==> src/rtl/csk_add_pipe_stage.sv <==
// csk_add_pipe_stage
//   Registered valid/ready stage around a 22-bit fixed-block carry-skip adder.
//   Operand pairs are buffered in a small FIFO; the FIFO head feeds the adder
//   combinationally and the 23-bit sum is captured in an output register.
//   A wrapping counter tracks completed output handshakes.
//
// Ports
//   CLK        rising-edge clock
//   RSTn       asynchronous active-low reset
//   IN_VALID   operand pair X/Y presented
//   IN_READY   FIFO can accept a pair this cycle (registered decode only)
//   X, Y       operands, W bits
//   OUT_VALID  S holds a valid sum
//   OUT_READY  consumer accepts S this cycle
//   S          registered sum X+Y, W+1 bits, carry-in 0
//   CNT        completed output handshakes, wraps at 2^CW
module csk_add_pipe_stage #(
    parameter int W     = 22,
    parameter int DEPTH = 2,
    parameter int CW    = 16
) (
    input  logic          CLK,
    input  logic          RSTn,
    input  logic          IN_VALID,
    output logic          IN_READY,
    input  logic [W-1:0]  X,
    input  logic [W-1:0]  Y,
    output logic          OUT_VALID,
    input  logic          OUT_READY,
    output logic [W:0]    S,
    output logic [CW-1:0] CNT
);

    localparam int PW  = $clog2(DEPTH);
    localparam int BLK = 4;  // carry-skip block size; last block is partial
    localparam logic [PW:0] OCC_FULL = (PW+1)'(DEPTH);

    generate
        if (W != 22 || (DEPTH != 2 && DEPTH != 4)) begin : g_bad_param
            $error("csk_add_pipe_stage: W must be 22, DEPTH must be 2 or 4");
        end
    endgenerate

    logic [DEPTH-1:0][2*W-1:0] mem;
    logic [PW-1:0]             wptr, rptr;
    logic [PW:0]               occ;
    logic                      push, load;
    logic [W-1:0]              hx, hy;
    logic [W:0]                sum;

    // Full/empty decode from the occupancy register only, so IN_READY never
    // depends combinationally on OUT_READY.
    assign IN_READY = (occ != OCC_FULL);
    assign push     = IN_VALID && IN_READY;
    assign load     = (occ != '0) && (!OUT_VALID || OUT_READY);

    assign hx = mem[rptr][2*W-1:W];
    assign hy = mem[rptr][W-1:0];

    // Carry-skip adder: ripple inside each block; when every bit of a block
    // propagates, the block carry-out is taken straight from its carry-in.
    logic rc, cin_blk, pall, p, g;
    always_comb begin
        sum     = '0;
        rc      = 1'b0;
        cin_blk = 1'b0;
        pall    = 1'b0;
        p       = 1'b0;
        g       = 1'b0;
        for (int i = 0; i < W; i++) begin
            if (i % BLK == 0) begin
                cin_blk = rc;
                pall    = 1'b1;
            end
            p      = hx[i] ^ hy[i];
            g      = hx[i] & hy[i];
            sum[i] = p ^ rc;
            rc     = g | (p & rc);
            pall   = pall & p;
            if ((i % BLK == BLK-1) || (i == W-1))
                rc = pall ? cin_blk : rc;
        end
        sum[W] = rc;
    end

    // Storage needs no reset: pointers and occupancy define what is live.
    always_ff @(posedge CLK) begin
        if (push)
            mem[wptr] <= {X, Y};
    end

    always_ff @(posedge CLK or negedge RSTn) begin
        if (!RSTn) begin
            wptr      <= '0;
            rptr      <= '0;
            occ       <= '0;
            OUT_VALID <= 1'b0;
            S         <= '0;
            CNT       <= '0;
        end else begin
            // DEPTH is a power of two, so pointers wrap naturally.
            if (push) wptr <= wptr + 1'b1;
            if (load) rptr <= rptr + 1'b1;

            case ({push, load})
                2'b10:   occ <= occ + 1'b1;
                2'b01:   occ <= occ - 1'b1;
                default: occ <= occ;
            endcase

            if (load) begin
                S         <= sum;
                OUT_VALID <= 1'b1;
            end else if (OUT_READY) begin
                OUT_VALID <= 1'b0;  // drained with nothing behind it; S holds
            end

            if (OUT_VALID && OUT_READY)
                CNT <= CNT + 1'b1;
        end
    end

endmodule

==> config.mk <==
export PLATFORM = sky130hd
export DESIGN_NAME = csk_add_pipe_stage
export DESIGN_NICKNAME = d
export VERILOG_FILES = /design/src/rtl/csk_add_pipe_stage.sv
export SDC_FILE = /design/constraint.sdc
export NUM_CORES = 1
export LEC_CHECK = 0
export ABC_AREA = 1
export BUFFER_PORTS_ARGS = -buffer_cell sky130_fd_sc_hd__buf_2
export CAP_MARGIN = 20
export CORE_MARGIN = 8
export CORE_UTILIZATION = 57
export DETAILED_ROUTE_END_ITERATION = 16
export PLACE_DENSITY = 0.8
export REMOVE_ABC_BUFFERS = 1
export SETUP_SLACK_MARGIN = 0.2
export SLEW_MARGIN = 15
export SYNTH_ARGS = -nofsm -noshare
export SYNTH_HDL_FRONTEND = slang
export SYNTH_SLANG_ARGS = --single-unit
==> constraint.sdc <==
create_clock -name CLK -period 12.2 [get_ports CLK]
set_input_delay 1.83 -clock CLK [delete_from_list [all_inputs] [get_ports CLK]]
set_output_delay 1.83 -clock CLK [all_outputs]
set_load 0.05 [all_outputs]
# Word level (Yosys, flattened, before mapping)
# Index checks and enable logic that the tools add are counted.
[word_totals]
elab_cells = 165
output_inout_bits = 41
ff_bits = 132
in_bits = 48
[op_classes]
add_sub_neg = 5
n_lt_le_gt_ge = 3
mux = 14
n_eq_ne = 3
n_reduce_logical = 9
n_bitwise = 123
[ops]
columns = ["cell", "count"]
rows = [
  ["2-to-1 mux 44 bit", 3],
  ["bitwise mux 88 bit", 1],
  ["AND 1 bit", 59],
  ["demux 44 bit (select 1 bit)", 1],
  ["bitwise XOR 1 bit", 43],
  ["OR 1 bit", 21],
  ["adder 16 x 1 -> 16 bit (second input constant)", 1],
  ["2-to-1 mux 1 bit", 8],
  ["nonzero test 2 bit", 3],
  ["logical AND 1 bit", 4],
  ["less-than comparator 1 x 2 -> 1 bit (second input constant)", 2],
  ["case mux 2 bit (2 select lines)", 1],
  ["adder 1 bit (second input constant)", 2],
  ["adder 2 x 1 -> 2 bit (second input constant)", 1],
  ["equality test 2 x 1 -> 1 bit (second input constant)", 1],
  ["equality test 2 bit (second input constant)", 1],
  ["inequality test 2 bit (second input constant)", 1],
  ["subtractor 2 x 1 -> 2 bit (second input constant)", 1],
  ["greater-or-equal comparator 1 bit (second input constant)", 1],
  ["zero test 1 bit", 1],
  ["logical OR 1 bit", 1],
]

# Longest topological paths before layout
# Gate-level depths: netlist of run 1.
[depth]
word_depth = 51
depth_mapped = 43
mapped_depth_nobuf = 41

# Worst setup path before layout of run 1
# No wires, ideal clock.
[synth_timing]
kind = "register to register"
from = "register rptr"
to = "register S[21]"
path_slack_ns = 1.655
required_ns = 12.116
setup_ns = 0.084
arrival_time_ns = 10.462
stages_incl_launch_ff = 42
path_buffers = 2
synth_period_minus_slack_ns = 10.545
path_cell_list = "dfrtp_1 > buf_2 > clkinv_1 > clkbuf_1 > nand2_1 > nand2_1 > ha_1 > fa_1 > fa_1 > fa_1 > o21ai_0 > inv_1 > fa_1 > fa_1 > fa_1 > fa_1 > inv_1 > o21ai_0 > [6 not listed] > o21ai_0 > nand2_1 > fa_1 > fa_1 > fa_1 > fa_1 > or2_2 > and2_1 > fa_1 > fa_1 > fa_1 > fa_1 > nand2_1 > nand2_1 > fa_1 > inv_1 > fa_1 > o21ai_0"
[synth_via]
elab_chain_cells = 49
word_cells_on_any_way = 106
cone_classes = "mux (7); bitwise (99)"
[synth_rtl]
columns = ["item", "line_no", "rtl"]
rows = [
  ["start: declaration", "45", "logic [PW-1:0] wptr, rptr;"],
  ["start signal: assignment", "103", "if (load) rptr <= rptr + 1'b1;"],
  ["2-to-1 mux 44 bit (not written as such) * (2 in a row)", "58", "assign hy = mem[rptr][W-1:0];"],
  ["bitwise XOR 1 bit or AND 1 bit (tied branches)", "75, 76", ""],
  ["AND 1 bit", "78", "rc = g | (p & rc);"],
  ["OR 1 bit", "78", ""],
  ["AND 1 bit", "78", ""],
  ["OR 1 bit", "78", ""],
  ["AND 1 bit", "78", ""],
  ["OR 1 bit", "78", ""],
  ["[32 not listed]", "--", ""],
  ["AND 1 bit", "78", ""],
  ["OR 1 bit", "78", ""],
  ["AND 1 bit", "78", ""],
  ["OR 1 bit", "78", ""],
  ["2-to-1 mux 1 bit", "81", "rc = pall ? cin_blk : rc;"],
  ["AND 1 bit", "78", ""],
  ["OR 1 bit", "78", ""],
  ["bitwise XOR 1 bit *", "77", "sum[i] = p ^ rc;"],
  ["end signal: assignment", "112", "S <= sum;"],
  ["end: declaration", "30", "output logic [W:0] S,"],
]
# Mark *: on every way between the ends. The rest lies on a longest branch, timed or not. The select of a mux whose other input is x is not followed.
# A chain may end at the register's enable or synchronous reset.

# Worst setup path after layout of run 1
# Ends and elaborated chain as after synthesis.

==> metrics.txt, run 1 <==
Clock power frac 24.6%; internal power roughly 0.0012 W; first-pass GRT wire length 19330 um; CP dominant cell by count fa_1; CP Max Fanout 18; part of the cycle the worst path needs a little over 90%; vias per std cell ~5.1; ANT cells 0; largest net degree at the start of global routing 46; Routed Antenna Nets 0; Post-synth EDFFs between 80 and 90; Vias around 3800; min-delay src S[20]; wire per inst between 15 and 20 um; initial antenna violation count 0; Synth Flop Type edfxtp_1; Final TNS setup 0 ns; FF-to-FF path depth 39; sequential share of the synthesized area 63.85%; die area 13790 um2; drt first pass iters 4; RSZ-0062 raised after global routing false; fin cells between 700 and 800; Async S/R FF share, synth between 30% and 40%; number of global-route vias before repair roughly 4100; worst vdd ir around 0.14 mV; CP bufs+invs 5; root buf cell clkbuf_8; share of cells above drive strength 1 a little under a quarter; Critical Path RT 12.63 ns; clk_lat worst skew between 0.5 and 0.6 ns; Max-slew headroom between 40% and 50%; Hold Slack 0.4630 ns; post-synth cell types 27; clock tree buffer depth 2; ranking of synthesized cells by area edfxtp_1 45%, dfrtp_1 19%, nand2_1 14%, fa_1 7.2%, ha_1 5.1%; num ports just under 90; DRC viols 0; Sequential Power Share between 30% and 40%; yosys warns 0; Chip Width 117.4 um; Fin. Hold Viols 0; minimum clock period between 10 and 15 ns; pwr dens approximately 300 nW/um2; placed inst area between 6000 and 7000 um2; Comb power frac between 40% and 50%; slowest stage delay, CP between 0.5 and 0.6 ns; post-synthesis cell area slightly below 6000 um2; placed cells 715; leakage 3.328 nW; Startpoint Class flop; HP Class reg2reg; worst hold stages 2; fmax about 0.09 GHz; Synth top area share roughly 45%; routability cong. slightly above 0.8; cell row count 37; DP HPWL between 7000 and 8000 um; reg-to-reg startpoint rptr; nets roughly 690; hold path endpoint S[20]; drt total wl approximately 12000 um; Slew @ Worst Pin 0.7901 ns; Critical Path AT between 10 and 15 ns; Mapped Avg Cell Area between 10 and 15 um2; leading area contributor after synthesis edfxtp_1; Max Clock Skew about 0.0066 ns; CTS clk-pin slew, worst paths roughly 0.06 ns; total congestion overflow 0; Core ar. between 10000 and 15000 um2; #FFs+latches synth 132; Slew Viols, Final 0; R2R Path End S[21]; CTS Sinks 132; final setup fails 0; max-cap violation count 0; 1st-iter DRT viols 230; post-route cell area about 7000 um2; CTS tree built; Die Y-Extent between 100 and 150 um; Crit Path Category reg2reg; Syn-to-layout area delta 21.36%; Sw Ratio a little over two fifths; H-tree levels 4; Crit. End Element flop; sw power around 0.00091 W; Syn Inst Count 499; status completed; Hold-fix buffers, CTS 0; Initial Util between 50% and 60%; I/O Buffers 88; delay-heaviest family, CP adder cells; gr usage total between 10% and 20%; total CTS buffers 17; reg2reg setup slack just over 0.9 ns; slowest cell on the critical path dfrtp_2
==> layout make-up <==
| class | count | area (um2) |
|---|---|---|
| sequential | 132 | 3745 |
| multi-input combinational | 332 | 1998 |
| timing repair buffer | 94 | 498.0 |
| inverter | 22 | 83.83 |
| clock inverter | 15 | 206.4 |
| tap | 136 | 170.2 |
| clock buffer | 17 | 414.1 |
| fill | 716 | 3023 |
==> cell usage in the layout, fill, tap and decap left out, types with 2 or more instances in the layout <==
master      netlist  routed
nor2_4            1       3
buf_2             3      88
clkinv_2          1       3
a21oi_1           3       3
edfxtp_1         88      88
bufinv_16         0       4
buf_4             0       5
nand2_2           2       2
inv_1            19      19
dfrtp_1          44      43
clkinvlp_4        0       2
nor2_2            3       3
nor2_1           11       9
ha_1             24      24
clkbuf_16         0      16
xnor2_1           6       6
or2_2             3       3
nand4_1           5       5
xor2_1           11      11
o21ai_0           8       8
clkinv_4          0       5
inv_6             0       2
nand2_1         221     221
nand3_1           7       7
fa_1             21      21
clkinv_1          2       2
==> power groups by stage <==
stage	Clock (W)	Combinational [W]	Sequential [W]
global placement	0	0.000882	0.000692
detailed placement	0	0.000922	0.000698
finish	0.000528	0.000924	0.000691
floorplan	0	0.000500	0.000868
global route	0.000555	0.00104	0.000702
CTS	0.000535	0.000935	0.000691
==> cell usage after synthesis (2+ instances only) <==
library cell and n:
ha_1 24, edfxtp_1 88, xnor2_1 6, dfrtp_1 44
nand2_2 2, o21ai_0 8, or2_2 3, fa_1 21
a21oi_1 3, nand4_1 5, nand3_1 7, buf_2 3
clkbuf_1 10, xor2_1 11, nor2_2 3, inv_1 19
clkinv_1 2, nand2_1 221, nor2_1 11
==> cells by family (layout without fill, tap and decap cells) <==
group                      Yosys count  count (layout)  synth area share, %
AOI/OAI and AO/OA                   12              12                1.088
xor gates and xnor gates            17              17                2.539
adders and majority gates           45              45                12.29
buffers and inverters               35             148                2.326
DFF                                132             132                63.85
and+or+nand+nor                    258             258                17.90
==> worst reg2reg max path, delay by kind of cell, from the launching register on <==
family / cells / cell delay, ns
AND/OR/NAND/NOR: 8 / 1.11
flip-flops: 1 / 0.56
buffers and inverters: 5 / 0.61
adder cells (fa/ha/maj): 22 / 8.41
AO/OA/AOI/OAI: 4 / 0.53
==> registers in the layout (all words and copies together) (netlist names) <==
name and flops:
rptr 1, mem 88, OUT_VALID 1, wptr 1, occ 2, CNT 16
S 23
==> metrics by stage <==
stage / power [W] / util (%) / setup WS [ns]
after detailed placement: 0.001620 / 63.85 / 0.7689
after global routing: 0.002300 / 70.18 / 0.4131
after floorplan: 0.001368 / - / 0.4118
final: 0.002143 / 70.18 / 0.9085
after CTS: 0.002160 / 69.97 / 0.6821
after global placement: 0.001574 / 63.85 / 1.123
==> layer usage <==
layer / up-vias / global-route usage [%] / part of all wire, %
li1: 1822 / - / -
met1: 1856 / 18.93 / 41
met2: 99 / 30.55 / 52
met3: 25 / 5.899 / 4.8
met4: 0 / 8.921 / 2.4
met5: - / 0 / 0
==> how the worst max path moves through the flow <==
stage | start | end | slack (ns) | depth (start not counted)
floorplan | rptr | S[21] | 0.41 | 39
global placement | rptr | S[21] | 1.12 | 39
detailed placement | rptr | S[21] | 0.77 | 39
CTS | rptr | S[21] | 0.68 | 39
global route | rptr | S[21] | 0.41 | 39
finish | rptr | S[21] | 0.91 | 39
==> repair_timing <==
| action | in CTS | in global routing |
|---|---|---|
| buffers inserted | 0 | 0 |
| resized for setup | 0 | 1 |
| endpoints found under the setup margin | 0 | 1 |
No activity file was read; power rests on OpenSTA's default activity.
==> run 2, diff against run 1 <==
--- a/config.mk
+++ b/config.mk
@@ -9,12 +9,13 @@
 export BUFFER_PORTS_ARGS = -buffer_cell sky130_fd_sc_hd__buf_2
 export CAP_MARGIN = 20
 export CORE_MARGIN = 8
-export CORE_UTILIZATION = 57
+export CORE_UTILIZATION = 60
 export DETAILED_ROUTE_END_ITERATION = 16
-export PLACE_DENSITY = 0.8
+export PLACE_DENSITY = 0.83
 export REMOVE_ABC_BUFFERS = 1
 export SETUP_SLACK_MARGIN = 0.2
 export SLEW_MARGIN = 15
 export SYNTH_ARGS = -nofsm -noshare
 export SYNTH_HDL_FRONTEND = slang
 export SYNTH_SLANG_ARGS = --single-unit
+export TNS_END_PERCENT = 30
==> constraint.sdc (replaced) <==
create_clock -name CLK -period 14.6 [get_ports CLK]
set_input_delay 2.19 -clock CLK [delete_from_list [all_inputs] [get_ports CLK]]
set_output_delay 2.19 -clock CLK [all_outputs]
set_load 0.05 [all_outputs]
==> run 2 against run 1 <==
  * Register-to-register slack improved by 2.4 ns
  * Combinational power decreased by 13%
  * Sequential power down 17%
  * Clock-buffer cell count rose by 1
  * Critical path depth did not move
  * Setup slack improved by 2.4 ns
  * Die area is 4.3% lower
  * Critical endpoint unchanged
==> metrics.txt, run 2 (synthesized netlist as in run 1, its figures left out) <==
worst setup path start rptr (unchanged); part of the cycle the worst path needs 77.64% (was 92.55%); leakage 3.324 nW (was 3.328 nW); clk_lat worst skew 0.52 ns (was 0.53 ns); post-CTS resize count 0 (unchanged); I/O Buffers 88 (unchanged); DRC viols 0 (unchanged); Crit Path Category reg2reg (unchanged); initial antenna violation count 0 (unchanged); Max-slew headroom 46.47% (was 47.00%); CTS tree built (unchanged); Startpoint Class flop (unchanged); total CTS buffers 17 (unchanged); drt first pass iters 7 (was 4); CP dominant cell by count fa_1 (unchanged); max-cap violation count 0 (unchanged); # Post-CTS Setup Buffers 0 (unchanged); reg-to-reg startpoint rptr (unchanged); total congestion overflow 0 (unchanged); number of global-route vias before repair 4108 (was 4052); Hold Slack 0.4642 ns (was 0.4630 ns); pwr dens 256.6 nW/um2 (was 301.2 nW/um2); placed cells 712 (was 715); DP HPWL 7833 um (was 7679 um); HP Class reg2reg (unchanged); final setup fails 0 (unchanged); min-delay src S[7] (was S[20]); Chip Width 114.9 um (was 117.4 um); Largest regs mem: 88 flops, S: 23 flops, CNT: 16 flops (unchanged); Max Clock Skew 0.007834 ns (was 0.006638 ns); die area 13190 um2 (was 13790 um2); Crit. End Element flop (unchanged); Critical Path AT 11.76 ns (was 11.72 ns); max FFs per register 88 (unchanged); Slew @ Worst Pin 0.7980 ns (was 0.7901 ns); Final TNS setup 0 ns (unchanged); Hold-fix buffers, CTS 0 (unchanged); commonest non-fill, non-tap cell in the layout nand2_1 (unchanged); post-route cell area 7109 um2 (was 7116 um2); wire per inst 16.24 um (was 15.69 um); placed inst area 6470 um2 (was 6474 um2); Initial Util 60.83% (was 57.83%); RSZ-0062 raised after global routing false (unchanged); minimum clock period 11.34 ns (was 11.29 ns); status completed (unchanged); Vias 3824 (was 3802); fmax 0.08822 GHz (was 0.08856 GHz); Core ar. 9639 um2 (was 10140 um2); root buf cell clkbuf_8 (unchanged); cell row count 36 (was 37); routability cong. 0.8256 (was 0.8249); num ports 89 (unchanged); Routed Antenna Nets 0 (unchanged); Syn-to-layout area delta 21.25% (was 21.36%); CTS Sinks 132 (unchanged); fin cells 744 (was 748); first-pass GRT wire length 19440 um (was 19330 um); CP Max Fanout 13 (was 18); most frequent cells in the layout 221 x nand2_1, 88 x edfxtp_1, 87 x buf_2 (was 221 x nand2_1, 88 x buf_2, 88 x edfxtp_1); worst vdd ir 0.1243 mV (was 0.1433 mV); Die Y-Extent 114.9 um (was 117.4 um); slowest stage delay, CP 0.48 ns (was 0.56 ns); Critical Path RT 15.02 ns (was 12.63 ns); CTS clk-pin slew, worst paths 0.06 ns (about the same); H-tree levels 4 (unchanged); largest net degree at the start of global routing 46 (unchanged); drt total wl 12090 um (was 11740 um); Reg with most FFs mem (unchanged); ANT cells 0 (unchanged); 1st-iter DRT viols 237 (was 230); gr usage total 19.36% (was 17.66%); Slew Viols, Final 0 (unchanged); slowest cell on the critical path fa_1 (was dfrtp_2); nets 691 (was 692); Design Power 0.001824 W (was 0.002143 W); clock tree buffer depth 2 (unchanged); vias per std cell 5.140 (was 5.083); share of cells above drive strength 1 23.08% (was 23.37%); Fin. Hold Viols 0 (unchanged)
## run 2: changes by cell type in the layout (fill, tap and decap cells not counted), sizes merged
cell      before  now
clkinv        10    8
clkinvlp       2    4
inv           21   19
buf           94   93
bufinv         4    5
clkbuf        17   18
## run 2: per-layer routing
| layer | wire (um) | global-route usage, % |
|---|---|---|
| met3 | 727 | 4.832 |
| met1 | 4719 | 21.22 |
| met4 | 326 | 10.25 |
| met2 | 6311 | 34.02 |
| met5 | 0 | 0 |
## run 2: area by class of cell
type                            instances  area [um2]
Fill cell                             633        2530
Multi-Input combinational cell        332        1998
Inverter                               22       83.83
Clock inverter                         14       209.0
Tap cell                              133       166.4
Timing Repair Buffer                   93       480.5
Sequential cell                       132        3744
Clock buffer                           18       427.9
## run 2: path summary, 6_finish.rpt
kind,endpoint,slack (ns),cells past startpoint
max in group asynchronous,S[14],12.53,1
hold reg to reg,S[7],0.46,2
min in group asynchronous,S[1],1.67,1
hold / removal,S[7],0.46,2
setup / recovery,S[21],3.26,39
setup reg to reg,S[21],3.26,39
## run 2: through the flow
step                worst slack (ns)  utilization (%)
floorplan                      2.812                -
global placement               3.915            67.12
detailed placement             3.569            67.12
CTS                            3.291            73.73
global route                   2.823            73.75
finish                         3.264            73.75
## run 2: report_power, final
| group | leakage (nW) | internal, W | switching [W] |
|---|---|---|---|
| combinational | 1.66 | 0.000237 | 0.000564 |
| sequential | 1.36 | 0.000521 | 0.0000513 |
| clock | 0.303 | 0.000298 | 0.000153 |
## run 2: worst max-delay path: cells and delay by family, from the launching register on
family	cells	cell delay, ns
buffers and inverters	5	0.66
AND/OR/NAND/NOR	8	1.19
flip-flops	1	0.35
adder cells (fa/ha/maj)	22	8.47
AO/OA/AOI/OAI	4	0.57
